==> src/rtl/lpe_column_result_collector.sv <==
// Column result collector: drops operand pass-through beats from the bottom PE,
// re-emits each result with its PE index, and closes every output tile with tlast.
module lpe_column_result_collector #(
  parameter int PE_NUMBER_J = 4,
  parameter int DATA_WIDTH  = 16,
  parameter int USER_WIDTH  = 8,
  parameter logic [USER_WIDTH-1:0] OP1_USER_MASK  = USER_WIDTH'(1 << (USER_WIDTH-2)),
  parameter logic [USER_WIDTH-1:0] RSLT_USER_MASK = USER_WIDTH'(1 << (USER_WIDTH-1)),
  parameter int OUTPUT_ID   = 1,
  parameter int OUTPUT_DEST = 1,
  parameter int IDX_WIDTH   = (PE_NUMBER_J > 1) ? $clog2(PE_NUMBER_J) : 1
) (
  input  logic                  clk,
  input  logic                  rstn,
  input  logic [DATA_WIDTH-1:0] s_axis_tdata,
  input  logic                  s_axis_tvalid,
  output logic                  s_axis_tready,
  input  logic                  s_axis_tlast,
  input  logic [USER_WIDTH-1:0] s_axis_tuser,
  output logic [DATA_WIDTH-1:0] m_axis_tdata,
  output logic                  m_axis_tvalid,
  input  logic                  m_axis_tready,
  output logic                  m_axis_tlast,
  output logic [IDX_WIDTH-1:0]  m_axis_tuser,
  output logic [7:0]            m_axis_tid,
  output logic [7:0]            m_axis_tdest,
  output logic                  tile_done,
  output logic                  err_user_flag,
  output logic                  err_framing
);

  typedef enum logic [1:0] {IDLE, COLLECT, ERR} state_t;

  localparam logic [IDX_WIDTH-1:0] LAST_IDX = IDX_WIDTH'(PE_NUMBER_J - 1);

  state_t                r_state;
  logic [IDX_WIDTH-1:0]  r_idx;
  logic                  r_ready_en;
  logic [DATA_WIDTH-1:0] r_m_data;
  logic                  r_m_valid;
  logic                  r_m_last;
  logic [IDX_WIDTH-1:0]  r_m_user;
  logic                  r_tile_done;
  logic                  r_err_user;
  logic                  r_err_framing;

  logic w_op1;
  logic w_rslt;
  logic w_is_res;
  logic w_is_bad;
  logic w_s_ready;
  logic w_in_hs;
  logic w_res_hs;
  logic w_at_last;
  logic w_frame_err;

  assign w_op1       = |(s_axis_tuser & OP1_USER_MASK);
  assign w_rslt      = |(s_axis_tuser & RSLT_USER_MASK);
  assign w_is_res    = w_rslt && !w_op1;
  assign w_is_bad    = (w_rslt == w_op1);
  // r_ready_en keeps tready low while reset is held and for the first edge after release
  assign w_s_ready   = r_ready_en && (r_state != ERR) && (!r_m_valid || m_axis_tready);
  assign w_in_hs     = s_axis_tvalid && w_s_ready;
  assign w_res_hs    = w_in_hs && w_is_res;
  assign w_at_last   = (r_idx == LAST_IDX);
  assign w_frame_err = w_res_hs && (s_axis_tlast != w_at_last);

  always_ff @(posedge clk or negedge rstn) begin
    if (!rstn) begin
      r_state       <= IDLE;
      r_idx         <= '0;
      r_ready_en    <= 1'b0;
      r_m_data      <= '0;
      r_m_valid     <= 1'b0;
      r_m_last      <= 1'b0;
      r_m_user      <= '0;
      r_tile_done   <= 1'b0;
      r_err_user    <= 1'b0;
      r_err_framing <= 1'b0;
    end else begin
      r_ready_en    <= 1'b1;
      r_tile_done   <= w_res_hs && w_at_last && s_axis_tlast;
      r_err_user    <= w_in_hs && w_is_bad;
      r_err_framing <= w_frame_err;

      // A framing error still emits the offending result, with tlast forced to close the frame
      if (w_res_hs) begin
        r_m_valid <= 1'b1;
        r_m_data  <= s_axis_tdata;
        r_m_user  <= r_idx;
        r_m_last  <= w_at_last || s_axis_tlast;
      end else if (m_axis_tready) begin
        r_m_valid <= 1'b0;
      end

      case (r_state)
        ERR: begin
          r_state <= IDLE;
          r_idx   <= '0;
        end
        default: begin
          if (w_res_hs) begin
            if (w_frame_err) begin
              r_state <= ERR;
              r_idx   <= '0;
            end else if (w_at_last) begin
              r_state <= IDLE;
              r_idx   <= '0;
            end else begin
              r_state <= COLLECT;
              r_idx   <= r_idx + 1'b1;
            end
          end
        end
      endcase
    end
  end

  assign s_axis_tready = w_s_ready;
  assign m_axis_tdata  = r_m_data;
  assign m_axis_tvalid = r_m_valid;
  assign m_axis_tlast  = r_m_last;
  assign m_axis_tuser  = r_m_user;
  assign m_axis_tid    = 8'(OUTPUT_ID);
  assign m_axis_tdest  = 8'(OUTPUT_DEST);
  assign tile_done     = r_tile_done;
  assign err_user_flag = r_err_user;
  assign err_framing   = r_err_framing;

endmodule

==> config.mk <==
export PLATFORM = sky130hd
export DESIGN_NAME = lpe_column_result_collector
export DESIGN_NICKNAME = d
export VERILOG_FILES = /design/src/rtl/lpe_column_result_collector.sv
export SDC_FILE = /design/constraint.sdc
export NUM_CORES = 1
export LEC_CHECK = 0
export BUFFER_PORTS_ARGS = -buffer_cell sky130_fd_sc_hd__buf_2
export CAP_MARGIN = 20
export CORE_MARGIN = 2
export CORE_UTILIZATION = 40
export DETAILED_ROUTE_END_ITERATION = 7
export GPL_TIMING_DRIVEN = 1
export PLACE_DENSITY = 0.75
export SYNTH_ARGS = -nofsm -noshare
export SYNTH_HDL_FRONTEND = slang
export SYNTH_SLANG_ARGS = --single-unit
==> constraint.sdc <==
create_clock -name clk -period 2.25 [get_ports clk]
set_clock_uncertainty 0.15 [all_clocks]
set_input_delay 0.1125 -clock clk [delete_from_list [all_inputs] [get_ports clk]]
set_output_delay 0.1125 -clock clk [all_outputs]
set_load 0.01 [all_outputs]
Yosys cells after proc, flatten, opt, wreduce, memory -nomap -nowiden
Index checks and enable logic that the tools add are counted.
{ "totals": {"output_inout_bits": 40, "latchBits": 0, "n_memories": 0, "ramBits": 0, "wordCells": 41, "reg_bits": 28, "rom_bits": 0} }
{ "op_classes": {"div_mod_pow": 0, "n_reduce_logical": 15, "n_eq_ne": 5, "addsub": 1, "n_mul": 0, "mux": 10, "order_cmp": 0, "n_shift": 0, "bitwise": 0} }
{ "ops": {"columns": ["cell", "n"], "rows": [
  ["$mux W2", 7],
  ["$logic_and A1 B1 Y1", 9],
  ["$eq A2 B2 Y1 const B", 2],
  ["$reduce_bool A2 Y1", 2],
  ["$mux W1", 3],
  ["$add A2 B1 Y2 const B", 1],
  ["$logic_not A1 Y1", 2],
  ["$logic_or A1 B1 Y1", 2],
  ["$ne A2 B2 Y1 const B", 1],
  ["$eq A1 B1 Y1", 1],
  ["$ne A1 B1 Y1", 1]
]} }

Longest topological paths before layout
{ "depth": {"word_depth": 9, "ltp_mapped": 6, "mapped_depth_nobuf": 6} }

Worst setup path before layout
Ideal clock, no wire load.
{ "synth_path": {"kind": "register to register", "start": "register r_idx[0]", "end": "register r_idx[0]", "setup_ns": 0.079, "required_time_ns": 2.021, "stages_incl_launch_ff": 6, "synth_period_minus_slack_ns": 1.581, "t_arrival_ns": 1.351, "setup_slack_ns": 0.669, "path_cell_list": "dfrtp_1 ha_1 inv_1 ha_1 or3_1 mux2i_1"} }
{ "synth_between": {"elab_chain_len": 6} }
{ "synth_rtl": {"columns": ["element", "line", "text"], "rows": [
  ["start: declaration", "37", "logic [IDX_WIDTH-1:0] r_idx;"],
  ["start signal: assignment", "111", "r_idx <= r_idx + 1'b1;"],
  ["parallel branches: the longest is 3 deep, another holds $add A2 B1 Y2", null, null],
  ["$mux W2 *", "103", "if (w_frame_err) begin"],
  ["$mux W2 *", "102", "if (w_res_hs) begin"],
  ["$mux W2 *", "96", "case (r_state)"]
]} }
Every way passes the cells marked *. The select of a mux whose other input is x is not followed.
A chain may end at the register's enable or synchronous reset.

Final worst setup path
{ "layout_path": {"start": "input m_axis_tready", "end": "register r_err_user (netlist: err_user_flag)"} }
{ "layout_between": {"elab_chain_len": 4} }
{ "layout_rtl": {"columns": ["element", "line", "text"], "rows": [
  ["start: declaration", "22", "input logic m_axis_tready,"],
  ["$logic_or A1 B1 Y1", "62", "assign w_s_ready = r_ready_en && (r_state != ERR) && (!r_m_valid || m_axis_tready);"],
  ["$logic_and A1 B1 Y1", "62", null],
  ["$logic_and A1 B1 Y1", "63", "assign w_in_hs = s_axis_tvalid && w_s_ready;"],
  ["$logic_and A1 B1 Y1", "83", "r_err_user <= w_in_hs && w_is_bad;"],
  ["end signal: assignment", "83", null],
  ["end: declaration", "44", "logic r_err_user;"]
]} }
No other way between the ends.

==> results.txt <==
----------------------------------------------------
[Cells and area]
  Number of fill cells in the layout ... 270
  Total Nets Final ... 198
  Area growth, synth to finish ... 34.3%
  Number of antenna repair diodes ... 0
  Fraction of final layout cells with drive strength greater than 1 ... 44.2%

[Worst setup path]
  CP peak stage delay ... 0.54 ns
  Critical Path AT ... 1.88 ns
  Buf+Inv Stages, Crit Path ... 3
  CP startpoint kind ... input pin
  Cells along the critical path ... dlygate4sd3_1 > buf_2 > nand2b_2 > and3_1 > and3_1 > dlygate4sd3_1
  Crit. End Element ... flop
  Max FO, Critical Path ... 5
  Largest delay contributor family on the critical path ... buffers and inverters
  Critical path data required time ... 2.32 ns
  Path type of the worst setup path ... in -> reg
  Worst-path cell with the longest stage delay ... sky130_fd_sc_hd__dlygate4sd3_1

[Global routing]
  Via count of the first global-routing pass ... 911
  Global-route wire length before repair ... 3.87 mm
  Gr usage total ... 14.4%
  Maximum number of pins on one net before global-route repair ... 29
  Total overflow reported by the global router ... 0
  Initial antenna violation count ... 0

[STA]
  Final hold slack ... 0.158 ns
  Upper clock frequency limit ... 0.552 GHz
  Crit path time final ... 1.81 ns
  Worst slew margin relative to its limit ... 61.0%
  Tcrit/Tclk final ... 80.5%
  Hold Vio Cnt, Final ... 0
  Unrepaired setup endpoints after global routing ... false
  Slew of the pin with the lowest slew margin ... 0.585 ns
  Accumulated negative setup slack ... 0 ns
  Setup Viol. Count Final ... 0
  Final Slew Violations ... 0

[Logic synthesis]
  Sequential cell area fraction in the yosys report ... 53.0%
  Total of warnings raised by yosys ... 0
  Syn avg cell area ... 13.8 um2
  Flip-flop and latch count after synthesis ... 28
  Area share of the leading cell type in the synthesized netlist ... 53.0%
  Netlist cell types ... 19
  Most area-consuming cells after synthesis ... sky130_fd_sc_hd__dfrtp_1 53%, sky130_fd_sc_hd__mux2_4 15%, sky130_fd_sc_hd__buf_4 9.1%
  Primary flip-flop cell chosen by synthesis mapping ... sky130_fd_sc_hd__dfrtp_1
  Count of mapped cells out of synthesis ... 96
  FFs w/ async S/R, synth ... 100%
  Most frequent cells after synthesis ... 28 x sky130_fd_sc_hd__dfrtp_1, 16 x sky130_fd_sc_hd__buf_4, 13 x sky130_fd_sc_hd__mux2_4, 6 x sky130_fd_sc_hd__inv_1, 6 x sky130_fd_sc_hd__nand2_1
  Most used standard cell by instance count after synthesis ... sky130_fd_sc_hd__dfrtp_1
  Post-synth EDFFs ... 0
  Synth area leader ... sky130_fd_sc_hd__dfrtp_1
  Cell Area, Synth ... 1320 um2

[Clocking]
  Clock-pin slew on the worst setup and hold paths ... 0.14 ns
  Total CTS buffers ... 3
  Clock tree from TritonCTS ... done
  H-tree depth ... 1
  Clk buf depth ... 2
  Buffer count from post-CTS setup fixing ... 0
  Library cell used as clock root buffer ... sky130_fd_sc_hd__clkbuf_4
  Number of cells upsized or downsized after cts ... 0
  Sink Count ... 28
  Clock latency on the worst-skew pair ... 0.32 ns

[Floorplanning]
  Top-level port count ... 69
  Die Footprint ... 3780 um2
  Initial standard-cell utilization of the core ... 42.6%
  Number of rows created at floorplan ... 20
  Area of the core region ... 3100 um2
  Height of the die ... 61.5 um
  Die boundary width ... 61.5 um

[Run]
  Max cap viols ... 0

[Drt]
  Detailed Route Iter0 Violations ... 12
  Via count ... 889
  Wirelength, routed ... 2.46 mm
  Routed vias/inst ... 4.25
  Final routed wire length divided by cell count ... 11.8 um
  Number of search-and-repair iterations in the first detailed-routing pass ... 2
  Post-detailed-route DRC marker count ... 0
  Number of nets with antenna violations after routing ... 0

[Pwr]
  Total leakage power ... 0.992 nW
  Max rail drop VDD ... 0.407 mV
  Pwr dens ... 752 nW/um2

[Placement]
  Post-detail-place hpwl ... 1.67 mm
  Gp weighted congestion ... 0.681
  Buffers added on ports ... 46

[Status]
  Result of the run ... finished clean

[Worst hold path]
  Type of the most critical hold path ... in -> async

----------------------------------------------------
-- per-stage QoR --
stage	setup slack, ns	utilization, %	total power [mW]	instances	cell area (um2)
3_3_place_gp	0.512	49.2	1.06	184	1530
4_1_cts	0.443	57.2	1.35	209	1770
2_1_floorplan	0.669	-	0.947	111	1380
6_report	0.439	57.2	1.33	209	1770
3_5_place_dp	0.452	49.2	1.08	184	1530
5_1_grt	0.406	57.2	1.43	209	1770
-- power breakdown --
group | internal (mW) | total [mW] | switching (mW)
logic | 0.235 | 0.413 | 0.178
clock network | 0.0989 | 0.235 | 0.137
registers | 0.616 | 0.685 | 0.0691
-- layout make-up --
type	count	area (um2)	share of cell area, %
Sequential cell	28	701	39.5
Multi-Input combinational cell	59	512	28.8
Timing Repair Buffer	68	448	25.2
Tap cell	44	55.1	3.10
Clock buffer	4	36.3	2.05
Inverter	6	22.5	1.27
-- final timing paths --
path	startpoint	end	slack (ns)	depth (start not counted)
worst max-delay path	m_axis_tready	err_user_flag$_DFF_PN0_	0.44	6
worst min-delay path	rstn	err_user_flag$_DFF_PN0_	0.16	2
worst max register to register	r_state[1]$_DFFE_PN0P_	m_axis_tdata[9]$_DFFE_PN0P_	0.50	3
worst min register to register	m_axis_tdata[7]$_DFFE_PN0P_	m_axis_tdata[7]$_DFFE_PN0P_	0.37	1
max in group asynchronous	rstn	m_axis_tdata[8]$_DFFE_PN0P_	1.41	2
min in group clk	s_axis_tuser[7]	r_state[0]$_DFFE_PN0P_	0.17	4
-- sequential cells by signal (all words and copies together), names as in the netlist --
name,cells
err_framing,1
r_ready_en,1
tile_done,1
m_axis_tlast,1
r_idx,2
m_axis_tuser,2
m_axis_tdata,16
m_axis_tvalid,1
r_state,2
err_user_flag,1
-- kinds of logic after synthesis --
group	synth area share, %
mux	22.1
buf+inv	12.5
other cells	0.568
fa+ha+maj	2.84
simple gates	7.67
flops	53.0
compound gates	1.33
-- routing by layer --
layer / routed length [um] / GRT usage [%]
met3: 122 / 1.89
met2: 1360 / 26.3
met5: 0 / 0
met1: 957 / 16.3
met4: 27 / 7.29
-- placed cells by master (no fill, tap or decap), drive strengths merged --
master,n
and2,1
buf,47
dfrtp,28
inv,6
clkbuf,4
or3,1
a41oi,2
conb,17
nand4,1
nand2b,2
ha,3
nand2,6
and3,2
nor3,1
mux2,18
nor2,1
dlygate4sd3,21
mux2i,4
-- timing repair --
| action | CTS | global route |
|---|---|---|
| hold endpoints to repair | 47 | 0 |
| setup endpoints to repair | 0 | 0 |
| hold buffers | 21 | 0 |
Power figures use the tool's default switching activity.
